[config.mk]
export PLATFORM = sky130hd
export DESIGN_NAME = rr_priority_arbiter_flat
export DESIGN_NICKNAME = d
export VERILOG_FILES = /design/src/rtl/arb_pkg.sv /design/src/rtl/rr_priority_arbiter_if.sv /design/src/rtl/rr_priority_arbiter_rot_prio_enc.sv /design/src/rtl/rr_priority_arbiter.sv /design/src/flat_wrapper.sv
export SDC_FILE = /design/constraint.sdc
export NUM_CORES = 1
export LEC_CHECK = 0
export ABC_AREA = 0
export CORE_MARGIN = 5
export CORE_UTILIZATION = 35
export DETAILED_ROUTE_END_ITERATION = 8
export PLACE_DENSITY_LB_ADDON = 0.25
export REMOVE_ABC_BUFFERS = 1
export SKIP_LAST_GASP = 1
export SYNTH_ARGS = -nofsm -noshare
export SYNTH_HDL_FRONTEND = slang
export SYNTH_HIERARCHICAL = 1
export SYNTH_SLANG_ARGS = --single-unit
[constraint.sdc]
create_clock -name clk -period 6.8 [get_ports clk]
set_clock_uncertainty 0.1 [all_clocks]
set_input_delay 0.68 -clock clk [delete_from_list [all_inputs] [get_ports clk]]
set_output_delay 0.68 -clock clk [all_outputs]
set_load 0.03 [all_outputs]
[src/rtl/arb_pkg.sv]
// Shared constants for the round-robin / fixed priority arbiter.
// Mode encodings select how the next winner is searched for.
package arb_pkg;

    localparam logic ARB_MODE_FIXED = 1'b0;
    localparam logic ARB_MODE_RR    = 1'b1;

endpackage

[src/rtl/rr_priority_arbiter_if.sv]
// Request/grant bundle between sources, the arbiter and its consumer.
// The arbiter uses the slave view; sources plus consumer use master.
interface rr_priority_arbiter_if #(
    parameter int N = 8
);

    localparam int IDXW = $clog2(N);

    logic [N-1:0]    req;
    logic            mode;
    logic            gnt_ready;
    logic            gnt_valid;
    logic [IDXW-1:0] gnt_idx;
    logic [N-1:0]    gnt_onehot;
    logic [IDXW-1:0] last_idx;

    modport master (
        output req,
        output mode,
        output gnt_ready,
        input  gnt_valid,
        input  gnt_idx,
        input  gnt_onehot,
        input  last_idx
    );

    modport slave (
        input  req,
        input  mode,
        input  gnt_ready,
        output gnt_valid,
        output gnt_idx,
        output gnt_onehot,
        output last_idx
    );

endinterface

[src/rtl/rr_priority_arbiter_rot_prio_enc.sv]
// Rotating priority encoder: descending search from start, wrapping
// from 0 back to N-1; the first set request wins.
module rot_prio_enc #(
    parameter  int N    = 8,
    localparam int IDXW = $clog2(N)
) (
    input  logic [N-1:0]    req,
    input  logic [IDXW-1:0] start,
    output logic            found,
    output logic [IDXW-1:0] idx
);

    logic [IDXW-1:0] pos;

    always_comb begin
        found = 1'b0;
        idx   = '0;
        pos   = '0;
        for (int k = 0; k < N; k++) begin
            pos = IDXW'((int'(start) + N - k) % N);
            if (!found && req[pos]) begin
                found = 1'b1;
                idx   = pos;
            end
        end
    end

endmodule

[src/rtl/rr_priority_arbiter.sv]
// Registered N-way arbiter with fixed MSB-first or round-robin policy,
// presenting its winner as a valid/ready grant held until accepted.
module rr_priority_arbiter
    import arb_pkg::*;
#(
    parameter  int N    = 8,
    localparam int IDXW = $clog2(N)
) (
    input logic                 clk,
    input logic                 rst,
    rr_priority_arbiter_if.slave bus
);

    localparam logic [IDXW-1:0] TOP_IDX = IDXW'(N - 1);

    logic            load;
    logic            accept;
    logic [IDXW-1:0] ptr;
    logic [IDXW-1:0] start;
    logic            found;
    logic [IDXW-1:0] win;

    assign load   = !bus.gnt_valid || bus.gnt_ready;
    assign accept = bus.gnt_valid && bus.gnt_ready;

    // The grant accepted this cycle is the effective last winner, so
    // back-to-back accepts rotate without a cycle of pointer lag.
    assign ptr = accept ? bus.gnt_idx : bus.last_idx;

    always_comb begin
        start = TOP_IDX;
        if (bus.mode == ARB_MODE_RR) begin
            start = (ptr == '0) ? TOP_IDX : ptr - IDXW'(1);
        end
    end

    rot_prio_enc #(
        .N(N)
    ) u_enc (
        .req  (bus.req),
        .start(start),
        .found(found),
        .idx  (win)
    );

    always_ff @(posedge clk) begin
        if (rst) begin
            bus.gnt_valid  <= 1'b0;
            bus.gnt_idx    <= '0;
            bus.gnt_onehot <= '0;
            bus.last_idx   <= '0;
        end else begin
            if (accept) begin
                bus.last_idx <= bus.gnt_idx;
            end
            if (load) begin
                bus.gnt_valid  <= found;
                bus.gnt_idx    <= found ? win : '0;
                bus.gnt_onehot <= found ? (N'(1) << win) : '0;
            end
        end
    end

endmodule

[src/flat_wrapper.sv]
// flat-port wrapper written by rule: the top's interface ports become plain ports
module rr_priority_arbiter_flat import arb_pkg::*;
#(
    parameter  int N    = 8,
    localparam int IDXW = $clog2(N)
)
  (clk, rst, bus_req, bus_mode, bus_gnt_ready, bus_gnt_valid, bus_gnt_idx, bus_gnt_onehot, bus_last_idx);
  rr_priority_arbiter_if #(.N(N)) bus_i ();
  input logic clk;
  input logic rst;
  input wire logic [$bits(bus_i.req)-1:0] bus_req;
  input wire logic [$bits(bus_i.mode)-1:0] bus_mode;
  input wire logic [$bits(bus_i.gnt_ready)-1:0] bus_gnt_ready;
  output wire logic [$bits(bus_i.gnt_valid)-1:0] bus_gnt_valid;
  output wire logic [$bits(bus_i.gnt_idx)-1:0] bus_gnt_idx;
  output wire logic [$bits(bus_i.gnt_onehot)-1:0] bus_gnt_onehot;
  output wire logic [$bits(bus_i.last_idx)-1:0] bus_last_idx;
  assign bus_i.req = bus_req;
  assign bus_i.mode = bus_mode;
  assign bus_i.gnt_ready = bus_gnt_ready;
  assign bus_gnt_valid = bus_i.gnt_valid;
  assign bus_gnt_idx = bus_i.gnt_idx;
  assign bus_gnt_onehot = bus_i.gnt_onehot;
  assign bus_last_idx = bus_i.last_idx;
  rr_priority_arbiter #(.N(N)) u_core (.clk(clk), .rst(rst), .bus(bus_i));
endmodule
# Yosys cells after proc, flatten, opt, wreduce, memory -nomap -nowiden
# Index checks and enable logic that the tools add are counted.
[op_classes]
n_reduce_logical = 18
muxes = 37
magnitude_cmp = 8
n_addsub = 9
shifts = 1
[ops]
columns = ["op", "count"]
rows = [
  ["3-bit 2-to-1 mux", 12],
  ["3-bit by 4-bit less-than comparator with 1-bit output, second input constant", 8],
  ["1-bit binary-select mux with 3-bit select", 8],
  ["1-bit 2-to-1 mux", 16],
  ["3-bit subtractor, second input constant", 4],
  ["1-bit logical AND", 8],
  ["1-bit logical NOT", 8],
  ["8-bit 2-to-1 mux", 1],
  ["1-bit by 3-bit << shifter with 8-bit output, first input constant", 1],
  ["3-bit by 1-bit subtractor with 3-bit output, second input constant", 2],
  ["3-bit by 2-bit subtractor with 3-bit output, second input constant", 2],
  ["3-bit by 1-bit adder with 3-bit output, second input constant", 1],
  ["3-bit logical NOT", 1],
  ["1-bit logical OR", 1],
]
[word_totals]
elab_cells = 77
reg_bits = 15

# Depth between registers and ports, before layout
# Gate-level depths: netlist of the first run.
[logic_depth]
depth_word = 32
ltp_mapped = 18
ltp_nobuf = 14

# Hierarchy
# The synthesis of the first run kept the hierarchy.
[modules_own_cells]
columns = ["module", "seq_area_each_um2", "area_per_inst_um2", "cells_per_inst", "instances"]
rows = [
  ["rot_prio_enc", 0.0, 1088.5, 115, 1],
  ["rr_priority_arbiter", 300.3, 625.6, 64, 1],
]

# Least setup slack after synthesis of the first run
# Ideal clock, no wire load.
[synth_timing]
path_type = "register to register"
start = "register u_core.bus.gnt_valid"
end = "register u_core.bus.gnt_onehot[0]"
synth_period_minus_slack_ns = 4.405
setup_ns = 0.117
setup_slack_ns = 2.395
arrival_time_ns = 4.188
stages_incl_launch_ff = 16
path_buffers = 3
required_ns = 6.583
path_cell_list = "dfxtp_1 -> nand2_1 -> o211ai_1 -> buf_2 -> buf_4 -> clkinv_1 -> ha_1 -> buf_2 -> mux4_2 -> or3_1 -> a211oi_2 -> o22ai_1 -> o2111a_1 -> o31ai_1 -> nor3_1 -> a22o_1"
[synth_via]
elab_chain_len = 32
word_cells_on_any_way = 64
cone_classes = "9 x add/sub; 1 x shift; 36 x mux; 18 x reduce/logical"
[synth_lines]
columns = ["item", "line_no", "text"]
rows = [
  ["start: declaration", "rr_priority_arbiter_if.sv:31", "output gnt_valid,"],
  ["start signal: assignment", "rr_priority_arbiter.sv:57", "bus.gnt_valid <= found;"],
  ["1-bit logical AND *", "rr_priority_arbiter.sv:24", "assign accept = bus.gnt_valid && bus.gnt_ready;"],
  ["3-bit 2-to-1 mux *", "rr_priority_arbiter.sv:28", "assign ptr = accept ? bus.gnt_idx : bus.last_idx;"],
  ["3-bit by 1-bit subtractor with 3-bit output / 3-bit logical NOT (equally long branches)", "rr_priority_arbiter.sv:33", "start = (ptr == '0) ? TOP_IDX : ptr - IDXW'(1);"],
  ["3-bit 2-to-1 mux *", "rr_priority_arbiter.sv:33", ""],
  ["3-bit 2-to-1 mux *", "rr_priority_arbiter.sv:32", "if (bus.mode == ARB_MODE_RR) begin"],
  ["via u_core.start[1]", "rr_priority_arbiter.sv:19", "logic [IDXW-1:0] start;"],
  ["3-bit by 1-bit adder with 3-bit output *", "rr_priority_arbiter_rot_prio_enc.sv:20", "pos = IDXW'((int'(start) + N - k) % N);"],
  ["branches (longest 23 deep; another with 3-bit by 2-bit subtractor with 3-bit output)", "-", ""],
  ["3-bit 2-to-1 mux *", "rr_priority_arbiter_rot_prio_enc.sv:21", "if (!found && req[pos]) begin"],
  ["via u_core.win[1]", "rr_priority_arbiter.sv:21", "logic [IDXW-1:0] win;"],
  ["1-bit by 3-bit << shifter with 8-bit output *", "rr_priority_arbiter.sv:59", "bus.gnt_onehot <= found ? (N'(1) << win) : '0;"],
  ["8-bit 2-to-1 mux *", "rr_priority_arbiter.sv:59", ""],
  ["end signal: assignment", "rr_priority_arbiter.sv:59", ""],
  ["end: declaration", "rr_priority_arbiter_if.sv:33", "output gnt_onehot,"],
]
# Mark *: on every way through the listed nets, which the timed path passes. The select of a mux whose other input is x is not followed.
# A chain may end at the register's enable or synchronous reset.

# Final worst setup path of the first run
[layout_timing]
start = "input bus_gnt_ready"
end = "register u_core.bus.gnt_onehot[0]"
[layout_via]
elab_chain_len = 32
word_cells_on_any_way = 63
cone_classes = "9 x add/sub; 1 x shift; 36 x mux; 17 x reduce/logical"
[layout_lines]
columns = ["item", "line_no", "text"]
rows = [
  ["start: declaration", "flat_wrapper.sv:13", "input wire logic [$bits(bus_i.gnt_ready)-1:0] bus_gnt_ready;"],
  ["1-bit logical AND *", "rr_priority_arbiter.sv:24", ""],
  ["3-bit 2-to-1 mux *", "rr_priority_arbiter.sv:28", ""],
  ["3-bit by 1-bit subtractor with 3-bit output / 3-bit logical NOT (equally long branches)", "rr_priority_arbiter.sv:33", ""],
  ["3-bit 2-to-1 mux *", "rr_priority_arbiter.sv:33", ""],
  ["3-bit 2-to-1 mux *", "rr_priority_arbiter.sv:32", ""],
  ["via u_core.start[1]", "rr_priority_arbiter.sv:19", ""],
  ["3-bit by 1-bit adder with 3-bit output *", "rr_priority_arbiter_rot_prio_enc.sv:20", ""],
  ["branches (longest 23 deep; another with 3-bit by 2-bit subtractor with 3-bit output)", "-", ""],
  ["3-bit 2-to-1 mux *", "rr_priority_arbiter_rot_prio_enc.sv:21", ""],
  ["via u_core.win[1]", "rr_priority_arbiter.sv:21", ""],
  ["1-bit by 3-bit << shifter with 8-bit output *", "rr_priority_arbiter.sv:59", ""],
  ["8-bit 2-to-1 mux *", "rr_priority_arbiter.sv:59", ""],
]
# Marked as above.

==> results of run 1 <==
[worst reg2reg max path, stage by stage, from the launching register on]
cell and delay (ns):
dfxtp_1 0.45, nand2_1 0.22, o211ai_1 0.23, buf_4 0.28, clkinv_1 0.26, ha_1 0.64
mux4_2 0.36, or3_1 0.35, a211oi_2 0.34, o22ai_1 0.14, o2111a_1 0.16, o31ai_1 0.69
nor3_1 0.17, a22o_1 0.23
[logic make-up after synthesis]
logic type	synth area share, %
buf+inv	5.91
xor+xnor	2.56
compound gates	26.4
flops	17.5
simple gates	17.3
mux	28.9
fa+ha+maj	1.46
[layout make-up]
class | instances | share of cell area (%)
multi-input cells | 146 | 63.8
repair buffers | 29 | 13.8
inverters | 8 | 1.46
flip-flops and latches | 15 | 14.6
clock buffers | 3 | 2.01
clock inverters | 1 | 0.243
well taps | 67 | 4.08
[metal layers]
layer | track usage (%) | routed length, um | vias to the layer above
met5 | 0 | 0 | -
li1 | - | - | 754
met1 | 18.2 | 1850 | 708
met4 | 4.39 | 69 | 0
met2 | 22.8 | 1940 | 77
met3 | 1.92 | 264 | 8
[placed cells by master, fill, tap and decap left out, types with 2 or more instances in the layout]
cell type        instances
a22o_1                   6
clkbuf_8                 3
inv_1                    6
ha_1                     2
mux2_2                   2
a32o_1                   4
and2_1                   3
xnor2_1                  2
nor2b_1                  4
o21ai_0                  4
a31oi_1                  2
o22ai_1                  3
clkdlybuf4s50_1         26
nand2_1                 13
nor3_1                   2
nand2b_1                 3
nor2_1                   6
or2_1                    2
a21oi_1                 12
nand3_1                  5
mux2i_1                 12
o221ai_1                 2
mux2_1                   2
o211ai_1                 6
o2111ai_1                2
mux4_2                  13
dfxtp_1                 15
or3_1                    2
xor2_1                   3
buf_4                    3
[worst max-delay path by stage]
stage | cells past startpoint | endpoint | slack [ns] | start
global route | 14 | u_core/bus.gnt_onehot[0]$_SDFFE_PP0P_ | 1.15 | bus_gnt_ready
global placement | 15 | u_core/bus.gnt_onehot[5]$_SDFFE_PP0P_ | 1.42 | bus_gnt_ready
CTS | 14 | u_core/bus.gnt_onehot[0]$_SDFFE_PP0P_ | 1.55 | bus_gnt_ready
detailed placement | 14 | u_core/bus.gnt_onehot[0]$_SDFFE_PP0P_ | 1.33 | bus_gnt_ready
finish | 14 | u_core/bus.gnt_onehot[0]$_SDFFE_PP0P_ | 1.52 | bus_gnt_ready
floorplan | 12 | u_core/bus.gnt_onehot[0]$_SDFFE_PP0P_ | 1.59 | u_core/bus.gnt_valid$_SDFFE_PP0P_
[sequential cells by signal, summed over array words and instances, names as in the netlist]
name and flops:
u_core/bus.gnt_idx 3, u_core/bus.gnt_onehot 8, u_core/bus.gnt_valid 1, u_core/bus.last_idx 3
[power by group through the flow]
stage,Clock (mW),Combinational (mW),Sequential (mW)
after global routing,0.0784,0.241,0.108
after floorplan,0,0.140,0.126
final,0.0714,0.221,0.106
after detailed placement,0,0.220,0.108
after CTS,0.0737,0.220,0.107
after global placement,0,0.220,0.109
==> flow_metrics.env, run 1 <==
export IMPL_status="complete, no violations"
export IMPL_cp_cell_sequence="clkdlybuf4s50_1 -> nand2_1 -> o211ai_1 -> buf_4 -> clkinv_1 -> ha_1 -> mux4_2 -> or3_1 -> a211oi_2 -> o22ai_1 -> o2111a_1 -> o31ai_1 -> nor3_1 -> a22o_1"
export IMPL_post_cts_buffers=0
export IMPL_hold_depth=1
export IMPL_grt_util_all_layers_pct=13.7
export IMPL_finalSetupViolCount=0
export IMPL_power_switching_mw=0.162
export IMPL_area_growth_pct=19.9
export IMPL_fin_crit_sh_pct=77.7
export IMPL_fmax_ghz=0.189
export IMPL_coreArea_mm2=0.00475
export IMPL_crit_slowest_cell="o31ai_1"
export IMPL_place_gp_congestion=0.832
export IMPL_hold_path_end="u_core/bus.gnt_onehot[7]$_SDFFE_PP0P_"
export IMPL_grt_pass1_wl_mm=7.18
export IMPL_die_h_um=80.0
export IMPL_peakVddDrop_v=0.0000647
export IMPL_register_area_um2=300
export IMPL_hold_path_class="reg2reg"
export IMPL_yosysTopAreaCell="dfxtp_1"
export IMPL_diodes=0
export IMPL_num_fill_cells=464
export IMPL_instances_no_fill=269
export IMPL_avgSynthCellArea_um2=9.58
export IMPL_pre_cts_ws_ns=1.33
export IMPL_async_flop_share_pct=0
export IMPL_ys_seq_area_share_pct=17.5
export IMPL_avgViaCountPerCell=5.75
export IMPL_r2r_start="u_core/bus.gnt_valid$_SDFFE_PP0P_"
export IMPL_drc=0
export IMPL_drt_initial_drc_count=60
export IMPL_cp_num_buf_inv=3
export IMPL_maxSlewViolCount=0
export IMPL_critPathLaunchType="primary input"
export IMPL_yosys_register_bits=15
export IMPL_portBuffers=26
export IMPL_post_route_min_period_ns=5.28
export IMPL_cts_root_buffer="clkbuf_8"
export IMPL_synth_edf_count=0
export IMPL_path_delay_family="compound AO/OA/AOI/OAI gates"
export IMPL_first_pass_iters=4
export IMPL_num_vias=1547
export IMPL_cp_required_ns=6.84
export IMPL_synth_cell_types=61
export IMPL_placed_cell_area_mm2=0.00201
export IMPL_place_inst=265
export IMPL_grt_pass1_vias=1530
export IMPL_worstMarginPinSlew_ns=0.802
export IMPL_grt_overflow=0
export IMPL_numCtsBuffers=3
export IMPL_ant_nets=0
export IMPL_relSlewSlack_pct=46.0
export IMPL_die_w_um=80.0
export IMPL_swShare_pct=40.8
export IMPL_grt_max_degree=18
export IMPL_rows=25
export IMPL_synth_area_leaders="dfxtp_1, mux4_2, mux2i_1"
export IMPL_clkSinkCount=15
export IMPL_antenna_found_initial=0
export IMPL_wl_per_cell_um=15.3
export IMPL_crit_path_end_kind="register"
export IMPL_hold_violations=0
export IMPL_maxCapViolations=0
export IMPL_wl_mm=4.13
export IMPL_synth_top_area_share_pct=17.5
export IMPL_netlist_area_mm2=0.00171
export IMPL_cp_arrival_ns=5.32
export IMPL_ys_flop_type="dfxtp_1"
export IMPL_yosysMostFrequentCell="dfxtp_1"
export IMPL_utilization_pct=43.2
export IMPL_die_area_mm2=0.00640
export IMPL_setup_slack_ns=1.52
export IMPL_clockPowerShare_pct=17.9
export IMPL_cp_max_fo=16
export IMPL_hold_buffers=0
export IMPL_multi_input_area_mm2=0.00131
export IMPL_clockBufferDepth=2
export IMPL_power_leakage_nw=0.769
export IMPL_nets=217
export IMPL_drive_above_1_share_pct=17.3
export IMPL_initial_core_util_pct=36.1
export IMPL_design_area_mm2=0.00206
export IMPL_reg2reg_depth=13
export IMPL_combPwrFrac_pct=55.4
export IMPL_rsz0062_at_grt="false"
export IMPL_reg2reg_setup_slack_ns=2.09
export IMPL_cts_resized=0
export IMPL_min_from="u_core/bus.gnt_onehot[7]$_SDFFE_PP0P_"
export IMPL_cp_slowest_stage_delay_ns=0.69
export IMPL_power_frac_seq_pct=26.7
export IMPL_setup_tns_ns=0
export IMPL_syn_inst=179
export IMPL_synth_warnings=6
export IMPL_cts_tree="done"
export IMPL_insertion_delay_ns=0.24
export IMPL_power_density_mw_per_mm2=194
export IMPL_total_power_mw=0.399
export IMPL_htree_levels=1
export IMPL_dp_hpwl_mm=3.18
export IMPL_clkSlewWorstSetupHoldPaths_ns=0.06
export IMPL_p_int_mw=0.236
export IMPL_timing_hold_ws_ns=0.374
export IMPL_path_class="in2reg"
export IMPL_pin_count=27
export IMPL_reg2reg_to="u_core/bus.gnt_onehot[0]$_SDFFE_PP0P_"
export IMPL_synth_common_cells="dfxtp_1, mux4_2, nand2_1"
Power figures use the tool's default switching activity.
==> run 2, diff against run 1 <==
==> constraint.sdc (replaced) <==
create_clock -name clk -period 4.3 [get_ports clk]
set_clock_uncertainty 0.1 [all_clocks]
set_input_delay 0.43 -clock clk [delete_from_list [all_inputs] [get_ports clk]]
set_output_delay 0.43 -clock clk [all_outputs]
set_load 0.03 [all_outputs]
==> run 2 against run 1 <==
Compared with the run above: critical path depth rose by 1; clock power is 57% higher; via count grew 4.2%; sequential power up 59%; cell area up 8.8%; utilization is 3.8 points higher; routed wire length up 8.3%; non-clock buffer count grew 24; clock-buffer cell count unchanged; sequential share of layout area is 1.2 points lower; worst hold slack lost 0.0037 ns; largest cell class unchanged; highest routed layer unchanged.
==> flow_metrics.env, run 2 (same netlist as run 1, synthesis figures left out) <==
export IMPL_die_h_um=80.0
export IMPL_timing_critical_path_from="bus_gnt_ready"
export IMPL_peakVddDrop_v=0.000100
export IMPL_post_cts_buffers=0
export IMPL_cts_resized=0
export IMPL_cp_required_ns=4.39
export IMPL_cp_slowest_stage_delay_ns=0.56
export IMPL_first_pass_iters=4
export IMPL_maxCapViolations=0
export IMPL_place_gp_congestion=0.853
export IMPL_diodes=0
export IMPL_crit_slowest_cell="mux4_2"
export IMPL_drc=0
export IMPL_critPathLaunchType="primary input"
export IMPL_cp_arrival_ns=4.05
export IMPL_final_cell_mix="buf_4, clkdlybuf4s50_1, dfxtp_1, nand2_1, mux4_2"
export IMPL_reg2reg_depth=14
export IMPL_hold_depth=1
export IMPL_clockBufferDepth=2
export IMPL_wl_met2_mm=2.19
export IMPL_top_regs="u_core/bus.gnt_onehot: 8 flops, u_core/bus.gnt_idx: 3 flops, u_core/bus.last_idx: 3 flops"
export IMPL_die_area_mm2=0.00640
export IMPL_min_from="u_core/bus.gnt_onehot[6]$_SDFFE_PP0P_"
export IMPL_portBuffers=26
export IMPL_fin_crit_sh_pct=92.1
export IMPL_maxSlewViolCount=0
export IMPL_initial_core_util_pct=36.1
export IMPL_die_w_um=80.0
export IMPL_power_frac_seq_pct=25.0
export IMPL_clkSinkCount=15
export IMPL_pin_count=27
export IMPL_crit_path_end_kind="register"
export IMPL_power_leakage_nw=0.887
export IMPL_r2r_start="u_core/bus.gnt_valid$_SDFFE_PP0P_"
export IMPL_crit_top_cell="buf_4"
export IMPL_ant_nets=0
export IMPL_htree_levels=1
export IMPL_clkSlewWorstSetupHoldPaths_ns=0.06
export IMPL_nets=241
export IMPL_hold_violations=0
export IMPL_finalSetupViolCount=0
export IMPL_grt_pass1_wl_mm=7.78
export IMPL_p_int_mw=0.409
export IMPL_clockPowerShare_pct=16.6
export IMPL_layout_commonest_cell="buf_4"
export IMPL_cp_num_buf_inv=4
export IMPL_hold_buffers=0
export IMPL_avgViaCountPerCell=5.50
export IMPL_path_delay_family="buffers and inverters"
export IMPL_cts_root_buffer="clkbuf_8"
export IMPL_grt_util_all_layers_pct=14.9
export IMPL_dp_hpwl_mm=3.54
export IMPL_post_route_min_period_ns=3.96
export IMPL_combPwrFrac_pct=58.4
export IMPL_largest_register_ffs=8
export IMPL_coreArea_mm2=0.00475
export IMPL_grt_max_degree=17
export IMPL_relSlewSlack_pct=72.5
export IMPL_top_layer_used="met4"
export IMPL_wl_met3_um=152
export IMPL_numCtsBuffers=3
export IMPL_insertion_delay_ns=0.24
export IMPL_status="complete, no violations"
export IMPL_reg2reg_setup_slack_ns=0.51
export IMPL_cp_cell_sequence="clkdlybuf4s50_1 -> nand2_1 -> o211ai_1 -> clkinv_1 -> ha_1 -> buf_4 -> mux4_2 -> mux2i_4 -> and2_1 -> o21ai_0 -> and3b_1 -> o31ai_1 -> buf_4 -> nor3_1 -> a22o_1"
export IMPL_hold_path_class="reg2reg"
export IMPL_swShare_pct=39.4
export IMPL_power_switching_mw=0.265
export IMPL_cp_max_fo=7
export IMPL_largest_register="u_core/bus.gnt_onehot"
export IMPL_hold_path_end="u_core/bus.gnt_onehot[6]$_SDFFE_PP0P_"
export IMPL_power_density_mw_per_mm2=301
export IMPL_utilization_pct=47.0
export IMPL_grt_pass1_vias=1651
export IMPL_wl_mm=4.47
export IMPL_reg2reg_to="u_core/bus.gnt_onehot[4]$_SDFFE_PP0P_"
export IMPL_area_growth_pct=30.4
export IMPL_timing_hold_ws_ns=0.370
export IMPL_path_class="in2reg"
export IMPL_drive_above_1_share_pct=26.1
export IMPL_drt_met1_wl_mm=2.10
export IMPL_rows=25
export IMPL_antenna_found_initial=0
export IMPL_rsz0062_at_grt="false"
export IMPL_num_fill_cells=495
export IMPL_fmax_ghz=0.253
export IMPL_wl_per_cell_um=15.2
export IMPL_grt_overflow=0
export IMPL_place_inst=289
export IMPL_num_vias=1612
export IMPL_placed_cell_area_mm2=0.00219
export IMPL_cts_tree="done"
export IMPL_design_area_mm2=0.00224
export IMPL_drt_initial_drc_count=56
export IMPL_instances_no_fill=293
export IMPL_setup_tns_ns=0
export IMPL_worstMarginPinSlew_ns=0.412
## run 2: cell types whose count changed in the layout (fill, tap and decap cells not counted), sizes merged
cell  delta
buf     +24
## run 2: worst max path at each step
stage / end / slack (ns) / cells after the start
finish: u_core/bus.gnt_onehot[4]$_SDFFE_PP0P_ / 0.34 / 15
global route: u_core/bus.gnt_onehot[0]$_SDFFE_PP0P_ / 0.07 / 16
CTS: u_core/bus.gnt_onehot[1]$_SDFFE_PP0P_ / 0.34 / 15
detailed placement: u_core/bus.gnt_onehot[5]$_SDFFE_PP0P_ / 0.09 / 15
global placement: u_core/bus.gnt_onehot[5]$_SDFFE_PP0P_ / 0.12 / 15
floorplan: u_core/bus.gnt_onehot[0]$_SDFFE_PP0P_ / -0.91 / 12
## run 2: per-layer routing
metal,up-vias,track usage (%)
met1,767,20.2
met3,4,1.24
met4,0,3.55
met5,-,0
met2,34,25.4
li1,807,-
## run 2: power by group through the flow
stage / sequential (mW) / combinational, mW / clock (mW)
2_1_floorplan: 0.199 / 0.221 / 0
5_1_grt: 0.172 / 0.425 / 0.126
3_5_place_dp: 0.172 / 0.391 / 0
3_3_place_gp: 0.172 / 0.390 / 0
6_report: 0.169 / 0.393 / 0.112
4_1_cts: 0.169 / 0.392 / 0.118
## run 2: final cells by class
cell class	count	area, um^2	area share (%)
Clock buffer	3	41.3	1.85
Clock inverter	1	5.00	0.224
Inverter	8	30.0	1.34
Multi-Input combinational cell	146	1310	58.7
Sequential cell	15	300	13.4
Tap cell	67	83.8	3.75
Timing Repair Buffer	53	463	20.7
## run 2: through the flow
stage / setup slack (ns) / total power, mW
after floorplan: -0.907 / 0.420
after global placement: 0.119 / 0.562
after detailed placement: 0.0893 / 0.562
after CTS: 0.339 / 0.679
after global routing: 0.0748 / 0.723
final: 0.340 / 0.674
